**src/rtl/ctrl_seq_pkg.sv**
```systemverilog
// Shared types, control-word field offsets and opcode helpers for ctrl_seq.
package ctrl_seq_pkg;

  typedef enum logic [0:0] {
    IDLE = 1'b0,
    EXEC = 1'b1
  } state_e;

  localparam int unsigned CW_FIRST  = 0;
  localparam int unsigned CW_LAST   = 1;
  localparam int unsigned CW_OP_LSB = 2;

  localparam int unsigned OP_W_MAX  = 32;
  localparam int unsigned DONE_W    = 16;

  // All-ones opcode of the live width is reserved as illegal.
  function automatic logic is_illegal(input logic [OP_W_MAX-1:0] op, input int unsigned op_w);
    logic [OP_W_MAX-1:0] mask;
    mask = {OP_W_MAX{1'b1}} >> (OP_W_MAX - op_w);
    return (op & mask) == mask;
  endfunction

endpackage

```
**src/rtl/ctrl_seq_phase_cnt.sv**
```systemverilog
// Phase counter for ctrl_seq: load/increment/clear plus last-phase compare.
module ctrl_seq_phase_cnt #(
  parameter int unsigned PH_W = 2
) (
  input  logic            clk_i,
  input  logic            rst_i,
  input  logic            load_i,
  input  logic            inc_i,
  input  logic            clr_i,
  input  logic [PH_W-1:0] len_i,
  output logic [PH_W-1:0] phase_d_o,
  output logic [PH_W-1:0] len_d_o,
  output logic            last_o
);

  logic [PH_W-1:0] phase_q, phase_d;
  logic [PH_W-1:0] len_q, len_d;

  always_comb begin
    phase_d = phase_q;
    len_d   = len_q;
    if (clr_i) begin
      phase_d = '0;
    end else if (load_i) begin
      phase_d = '0;
      len_d   = len_i;
    end else if (inc_i) begin
      phase_d = phase_q + PH_W'(1);
    end
  end

  always_ff @(posedge clk_i) begin
    if (rst_i) begin
      phase_q <= '0;
      len_q   <= '0;
    end else begin
      phase_q <= phase_d;
      len_q   <= len_d;
    end
  end

  assign phase_d_o = phase_d;
  assign len_d_o   = len_d;
  assign last_o    = (phase_q == len_q);

endmodule

```
**src/rtl/ctrl_seq.sv**
```systemverilog
// Opcode sequencer: expands each accepted opcode into 1..MAX_PH registered
// control words with valid/ready on both sides, abort and illegal-op flagging.
module ctrl_seq
  import ctrl_seq_pkg::*;
#(
  parameter  int unsigned OP_W   = 5,
  parameter  int unsigned MAX_PH = 4,
  localparam int unsigned PH_W   = $clog2(MAX_PH),
  localparam int unsigned CW_W   = 2 + OP_W + PH_W
) (
  input  logic              clk,
  input  logic              rst,
  input  logic              in_valid,
  output logic              in_ready,
  input  logic [OP_W-1:0]   in_op,
  input  logic [PH_W-1:0]   in_len,
  input  logic              abort,
  output logic              out_valid,
  input  logic              out_ready,
  output logic [CW_W-1:0]   out_cw,
  output logic              out_last,
  output logic              busy,
  output logic              err,
  output logic [DONE_W-1:0] done_cnt
);

  state_e            state_q, state_d;
  logic [OP_W-1:0]   op_q, op_d;
  logic [PH_W-1:0]   phase_d, len_d;
  logic [CW_W-1:0]   cw_d;
  logic              last;
  logic              legal, accept, load, inc, clr, done, err_set;

  logic              out_valid_q, out_last_q, busy_q, err_q;
  logic [CW_W-1:0]   out_cw_q;
  logic [DONE_W-1:0] done_cnt_q;

  ctrl_seq_phase_cnt #(.PH_W(PH_W)) u_phase_cnt (
    .clk_i     (clk),
    .rst_i     (rst),
    .load_i    (load),
    .inc_i     (inc),
    .clr_i     (clr),
    .len_i     (in_len),
    .phase_d_o (phase_d),
    .len_d_o   (len_d),
    .last_o    (last)
  );

  always_ff @(posedge clk) begin
    if (rst) state_q <= IDLE;
    else     state_q <= state_d;
  end

  always_comb begin
    state_d = state_q;
    case (state_q)
      IDLE: if (load) state_d = EXEC;
      EXEC: if (done) state_d = load ? EXEC : IDLE;
    endcase
    if (abort) state_d = IDLE;
  end

  // Handshake and strobes; a final-phase transfer still counts when aborted.
  always_comb begin
    in_ready = 1'b0;
    done     = 1'b0;
    inc      = 1'b0;
    case (state_q)
      IDLE: in_ready = 1'b1;
      EXEC: begin
        in_ready = last & out_ready;
        done     = last & out_ready;
        inc      = ~last & out_ready & ~abort;
      end
    endcase
    if (rst || abort) in_ready = 1'b0;
    legal   = ~is_illegal(OP_W_MAX'(in_op), OP_W);
    accept  = in_valid & in_ready;
    load    = accept & legal;
    err_set = accept & ~legal;
    clr     = abort | (done & ~load);
  end

  always_comb begin
    op_d = load ? in_op : op_q;
    cw_d = '0;
    if (state_d == EXEC) begin
      cw_d[CW_FIRST]                = (phase_d == '0);
      cw_d[CW_LAST]                 = (phase_d == len_d);
      cw_d[CW_OP_LSB +: OP_W]       = op_d;
      cw_d[CW_OP_LSB + OP_W +: PH_W] = phase_d;
    end
  end

  always_ff @(posedge clk) begin
    if (rst) begin
      op_q        <= '0;
      out_valid_q <= 1'b0;
      out_cw_q    <= '0;
      out_last_q  <= 1'b0;
      busy_q      <= 1'b0;
      err_q       <= 1'b0;
      done_cnt_q  <= '0;
    end else begin
      op_q        <= op_d;
      out_valid_q <= (state_d == EXEC);
      out_cw_q    <= cw_d;
      out_last_q  <= cw_d[CW_LAST];
      busy_q      <= (state_d == EXEC);
      if (err_set) err_q <= 1'b1;
      if (done)    done_cnt_q <= done_cnt_q + DONE_W'(1);
    end
  end

  assign out_valid = out_valid_q;
  assign out_cw    = out_cw_q;
  assign out_last  = out_last_q;
  assign busy      = busy_q;
  assign err       = err_q;
  assign done_cnt  = done_cnt_q;

endmodule

```
**config.mk**
```make
export PLATFORM = sky130hd
export DESIGN_NAME = ctrl_seq
export DESIGN_NICKNAME = d
export VERILOG_FILES = /design/src/rtl/ctrl_seq_pkg.sv /design/src/rtl/ctrl_seq_phase_cnt.sv /design/src/rtl/ctrl_seq.sv
export SDC_FILE = /design/constraint.sdc
export NUM_CORES = 1
export LEC_CHECK = 0
export ABC_AREA = 1
export BUFFER_PORTS_ARGS = -buffer_cell sky130_fd_sc_hd__buf_2
export CAP_MARGIN = 20
export CORE_ASPECT_RATIO = 0.9
export CORE_MARGIN = 2
export CORE_UTILIZATION = 45
export CTS_BUF_LIST = sky130_fd_sc_hd__clkbuf_8
export DETAILED_ROUTE_END_ITERATION = 10
export GPL_TIMING_DRIVEN = 0
export PLACE_DENSITY = 0.7
export SYNTH_ARGS = -nofsm -noshare
export SYNTH_HDL_FRONTEND = slang
export SYNTH_SLANG_ARGS = --single-unit
```
**constraint.sdc**
```tcl
create_clock -name clk -period 1.67 [get_ports clk]
set_input_delay 0.167 -clock clk [delete_from_list [all_inputs] [get_ports clk]]
set_output_delay 0.167 -clock clk [all_outputs]
set_load 0.01 [all_outputs]
```
# Word level (Yosys, flattened, before mapping)
# Index checks and enable logic that the tools add are counted.
[word_totals] regBits=36 input_bits=12 output_inout_bits=30
[classes] addsub=2 eq_ne=3 mux=14 n_bitwise=14 reduce_logical=3
[op_table] op="adder 16 x 1 -> 16 bit, second input constant" n=1
[op_table] op="two-way mux 2 bit" n=5
[op_table] op="bitwise AND 1 bit" n=7
[op_table] op="two-way mux 1 bit" n=6
[op_table] op="NOT 1 bit" n=6
[op_table] op="equality test 5 bit, second input constant" n=1
[op_table] op="two-way mux 5 bit" n=1
[op_table] op="equality test 2 bit" n=2
[op_table] op="one-hot mux 1 bit (2 select lines)" n=2
[op_table] op="adder 2 x 1 -> 2 bit, second input constant" n=1
[op_table] op="zero test 2 bit" n=1
[op_table] op="OR reduction 2 bit" n=1
[op_table] op="logical OR 1 bit" n=1
[op_table] op="bitwise OR 1 bit" n=1

# Logic depth before layout (Yosys ltp)
[logic_depth] depth_word=12 ltp_mapped=13 depth_no_buf=12

# Hierarchy
# From an unflattened synthesis, not the netlist that was laid out.
[hier_totals] cells_unflattened=219 hier_area_um2=1620.3
[by_module_without_submodules] mod="ctrl_seq" n_inst=1 cells_each=184 area_per_inst_um2=1392.6 seq_area_each_um2=640.6
[by_module_without_submodules] mod="ctrl_seq_phase_cnt" n_inst=1 cells_each=35 area_per_inst_um2=227.7 seq_area_each_um2=80.1

# Worst setup path after synthesis
# Ideal clock, no wire load.
[synth_path] path_kind="reg-to-reg" from="register done_cnt_q[0] (netlist: done_cnt[0])" to="register done_cnt_q[10] (netlist: done_cnt[10])" setup_time_ns=0.113 t_arrival_ns=1.330 setup_slack_ns=0.228 path_stages_with_launch=11 cell_sequence="dfxtp_1 -> ha_1 -> inv_1 -> nor3_1 -> nand3_2 -> nor2_1 -> nand2_1 -> nor2_2 -> nand2_1 -> nand2_1 -> nor2_1"
[synth_between] elab_chain_cells=1
[synth_lines] item="start: declaration" line_no="ctrl_seq.sv:36" rtl="logic [DONE_W-1:0] done_cnt_q;"
[synth_lines] item="start signal: assignment" line_no="ctrl_seq.sv:112" rtl="if (done) done_cnt_q <= done_cnt_q + DONE_W'(1);"
[synth_lines] item="adder 16 x 1 -> 16 bit" line_no="ctrl_seq.sv:112"
# Every way passes these cells.
# A chain may end at the register's enable or synchronous reset.

# Final worst setup path
[layout_path] from="register u_phase_cnt.phase_q[0]" to="output in_ready"
[layout_between] elab_chain_cells=4
[layout_lines] item="start: declaration" line_no="ctrl_seq_phase_cnt.sv:16" rtl="logic [PH_W-1:0] phase_q, phase_d;"
[layout_lines] item="start signal: assignment" line_no="ctrl_seq_phase_cnt.sv:37" rtl="phase_q <= phase_d;"
[layout_lines] item="equality test 2 bit" line_no="ctrl_seq_phase_cnt.sv:44" rtl="assign last_o = (phase_q == len_q);"
[layout_lines] item="bitwise AND 1 bit" line_no="ctrl_seq.sv:72" rtl="in_ready = last & out_ready;"
[layout_lines] item="one-hot mux 1 bit (2 select lines)" line_no="ctrl_seq.sv:69" rtl="case (state_q)"
[layout_lines] item="two-way mux 1 bit" line_no="ctrl_seq.sv:77" rtl="if (rst || abort) in_ready = 1'b0;"
[layout_lines] item="end: declaration" line_no="ctrl_seq.sv:14" rtl="output logic in_ready,"
# Every way passes these cells.

==> metrics <==
Starting Density=~48%; Hold-fix buffers, CTS=0; CP required=about 1500 ps; ys async rst share=0%; CP arrival=between 1000 and 1500 ps; Cell Area, Synth=between 1500 and 2000 µm²; core area=roughly 3400 µm²; Skew-Pair Late Insertion Delay=290 ps; min Tclk post-route=around 1600 ps; drc violations=0; DIE WIDTH=67.62 µm; crit path max fanout=4; Die ar.=~4100 µm²; Yosys cell types=34; vias per inst=4.730; Reg area=slightly above 700 µm²; pre-CTS setup slack=roughly 58 ps; initial antenna violation count=0; Fmax=between 600 and 700 MHz; Routed WL=3.311 mm; VDD IR max=around 670 µV; multi-input logic area=~800 µm²; Die Ht=just over 60 µm; Post-synth EDFFs=0; # rows=20; crit path kind=flop to output port; clk buf depth=2; worst hold slack=about 150 ps; Setup crit end kind=output port; measured slew at the worst slew-check pin=485.7 ps; Final WS setup=90.63 ps; met2 wire length=about 1.4 mm; Finish-stage setup viols=0; drt pass-1 iters=4; warnings from Yosys=0; Max-cap violations=0; synthesis-stage register bit count=36; vias in the first global route=approximately 1300; Clock Sink Count=36; first-pass GRT wire length=between 5 and 6 mm; mux share of post-synthesis cell area=under 10%; Layout Skew=3.687 ps; max_slew headroom=between 60% and 70%; xor-xnor portion of the synthesized cell area=under 10%; Port Buffer Count=40; RD Place Congestion=0.8282; Vias=roughly 1400; Final Cycle Share=around 95%; largest family of logic cells by synthesized area=simple AND/OR/NAND/NOR gates; M1 WL=~1.6 mm; Post-Synth Simple-Gate Area=about 33%; WL per Instance=around 11 µm; reg2reg end=out_cw[1]; Antenna Cells=0; utilization after layout=59.85%; CTS clk-pin slew, worst paths=about 70 ps; cell leakage power=approximately 1 nW; Ports=42; fill count=about 310; element type at the critical path start=flop; Syn Inst Count=about 210; sequential area share after synthesis=43.97%; Reg2Reg Setup Slack=approximately 130 ps; Final Max Tran Viols=0; wire length on met3=between 200 and 250 µm; nets@finish=~270; Synth Area in Compound Gates=approximately 6.4%; H-Tree Depth=2; Hold Path Class=primary input to flop; worst-case reg-to-reg path depth=11; Post-DP Area=1894 µm²; Final Hold Fails=0; total grt overflow=0; share of cells above drive strength 1=~31%; crit path to=in_ready; status=finished clean; total global-route track usage=17.73%; pin count of the biggest net entering global routing=13; Post-DP HPWL=between 2 and 2.5 mm; Post-Syn Nets=roughly 230; adder-cell area share of the yosys netlist=0.7634%; Initial DRC Count=54; PD cells=840.5 nW/µm²; Root Buffer=clkbuf_8; Final Cell Area=roughly 2000 µm²; layout overhead on the synthesized area=25.19%; Setup crit start=u_phase_cnt.phase_q[0]; Num CTS Buffers=5; Top Layer Used=met4; Synth Flop Type=dfxtp_1; reg2reg start=u_phase_cnt.phase_q[0]; CTS tree=yes; mean area per synthesized cell=a little under 8 µm²; ANT nets after route=0
state kept, by name (all words and copies together) (netlist names):
name,count
out_cw,9
err,1
u_phase_cnt.phase_q,2
busy,1
done_cnt,16
op_q,5
u_phase_cnt.len_q,2
cell usage in the layout (no fill, tap or decap), drive strengths merged:
master    Yosys  final
nand2        45     45
buf           4     44
dfxtp        36     36
nor2         36     36
inv          30     30
a21oi        12     12
nand3        10     10
nor3          7      7
clkbuf        1      6
o21ai         6      6
xor2          5      5
mux2i         5      5
nand4         5      5
nor4          2      2
clkinv        1      2
xnor2         1      1
and2          1      1
nor3b         1      1
a21o          1      1
nand2b        1      1
o21a          1      1
ha            1      1
bufinv        0      1
clkinvlp      0      1
kinds of logic after synthesis:
group,count (synthesis)
muxes,5
AOI/OAI and AO/OA,20
DFF,36
xor gates and xnor gates,6
buffers and inverters,36
adders and majority gates,1
and+or+nand+nor,108
critical path: stages (launching register included):
cell and delay, ps:
dfxtp_2 360, xnor2_4 220, nand3_2 140, a21oi_1 220
buf_2 170
final cells by class:
class                      count  area share [%]
buffer                         5           1.890
clock buffer                   5           3.354
clock inverter                 3           2.073
inverter                      31           5.793
multi-input combinational    140           39.15
sequential                    36           35.30
tap                           44           2.683
timing repair buffer          40           9.756
power breakdown:
| part | switching (W) | internal [W] | leakage (nW) |
|---|---|---|---|
| combinational | 0.0000600 | 0.0000386 | 0.658 |
| clock | 0.000313 | 0.000441 | 0.0541 |
| sequential | 0.00000481 | 0.000867 | 0.292 |
| total | 0.000378 | 0.00135 | 1.00 |
layer usage:
metal / track usage, % / vias to the layer above
met5: 0 / -
met4: 7.872 / 0
met3: 5.667 / 7
met2: 26.19 / 36
met1: 23.83 / 633
li1: - / 762
synthesized netlist by cell type (2+ instances only):
library cell,instances,area [µm²]
buf_4,2,15.01
nand3_1,6,30.03
nand3_2,4,40.04
nor4_1,2,12.51
nand4_1,4,25.02
dfxtp_1,36,720.7
o21ai_1,3,15.01
inv_1,27,101.4
nor2_1,30,112.6
mux2i_1,5,50.05
nand2_2,4,25.02
o21ai_0,3,15.01
nor3_1,6,30.03
a21oi_1,12,60.06
inv_2,2,7.510
nor2_2,5,31.28
nand2_1,40,150.1
xor2_1,5,43.79
stage by stage:
stage | TNS (ps) | total power, W | std cells
finish | 0 | 0.001725 | 304
floorplan | 0 | 0.0009513 | 212
global route | -2.461 | 0.001785 | 304
global placement | 0 | 0.0009833 | 296
CTS | 0 | 0.001743 | 304
detailed placement | 0 | 0.0009855 | 296
repair_timing:
item,CTS,global route
endpoints found under the setup margin,0,6
resized for setup,0,11
buffers inserted,0,0
worst min path at each step:
stage | start | to | slack [ps] | cells past startpoint
CTS | in_op[0] | out_cw[2] | 140 | 3
global route | in_op[1] | op_q[1] | 160 | 3
finish | in_op[1] | op_q[1] | 150 | 3
floorplan | in_op[0] | op_q[0] | 330 | 2
detailed placement | in_op[0] | out_cw[2] | 440 | 3
global placement | err | err | 440 | 1
Power figures use the tool's default switching activity.
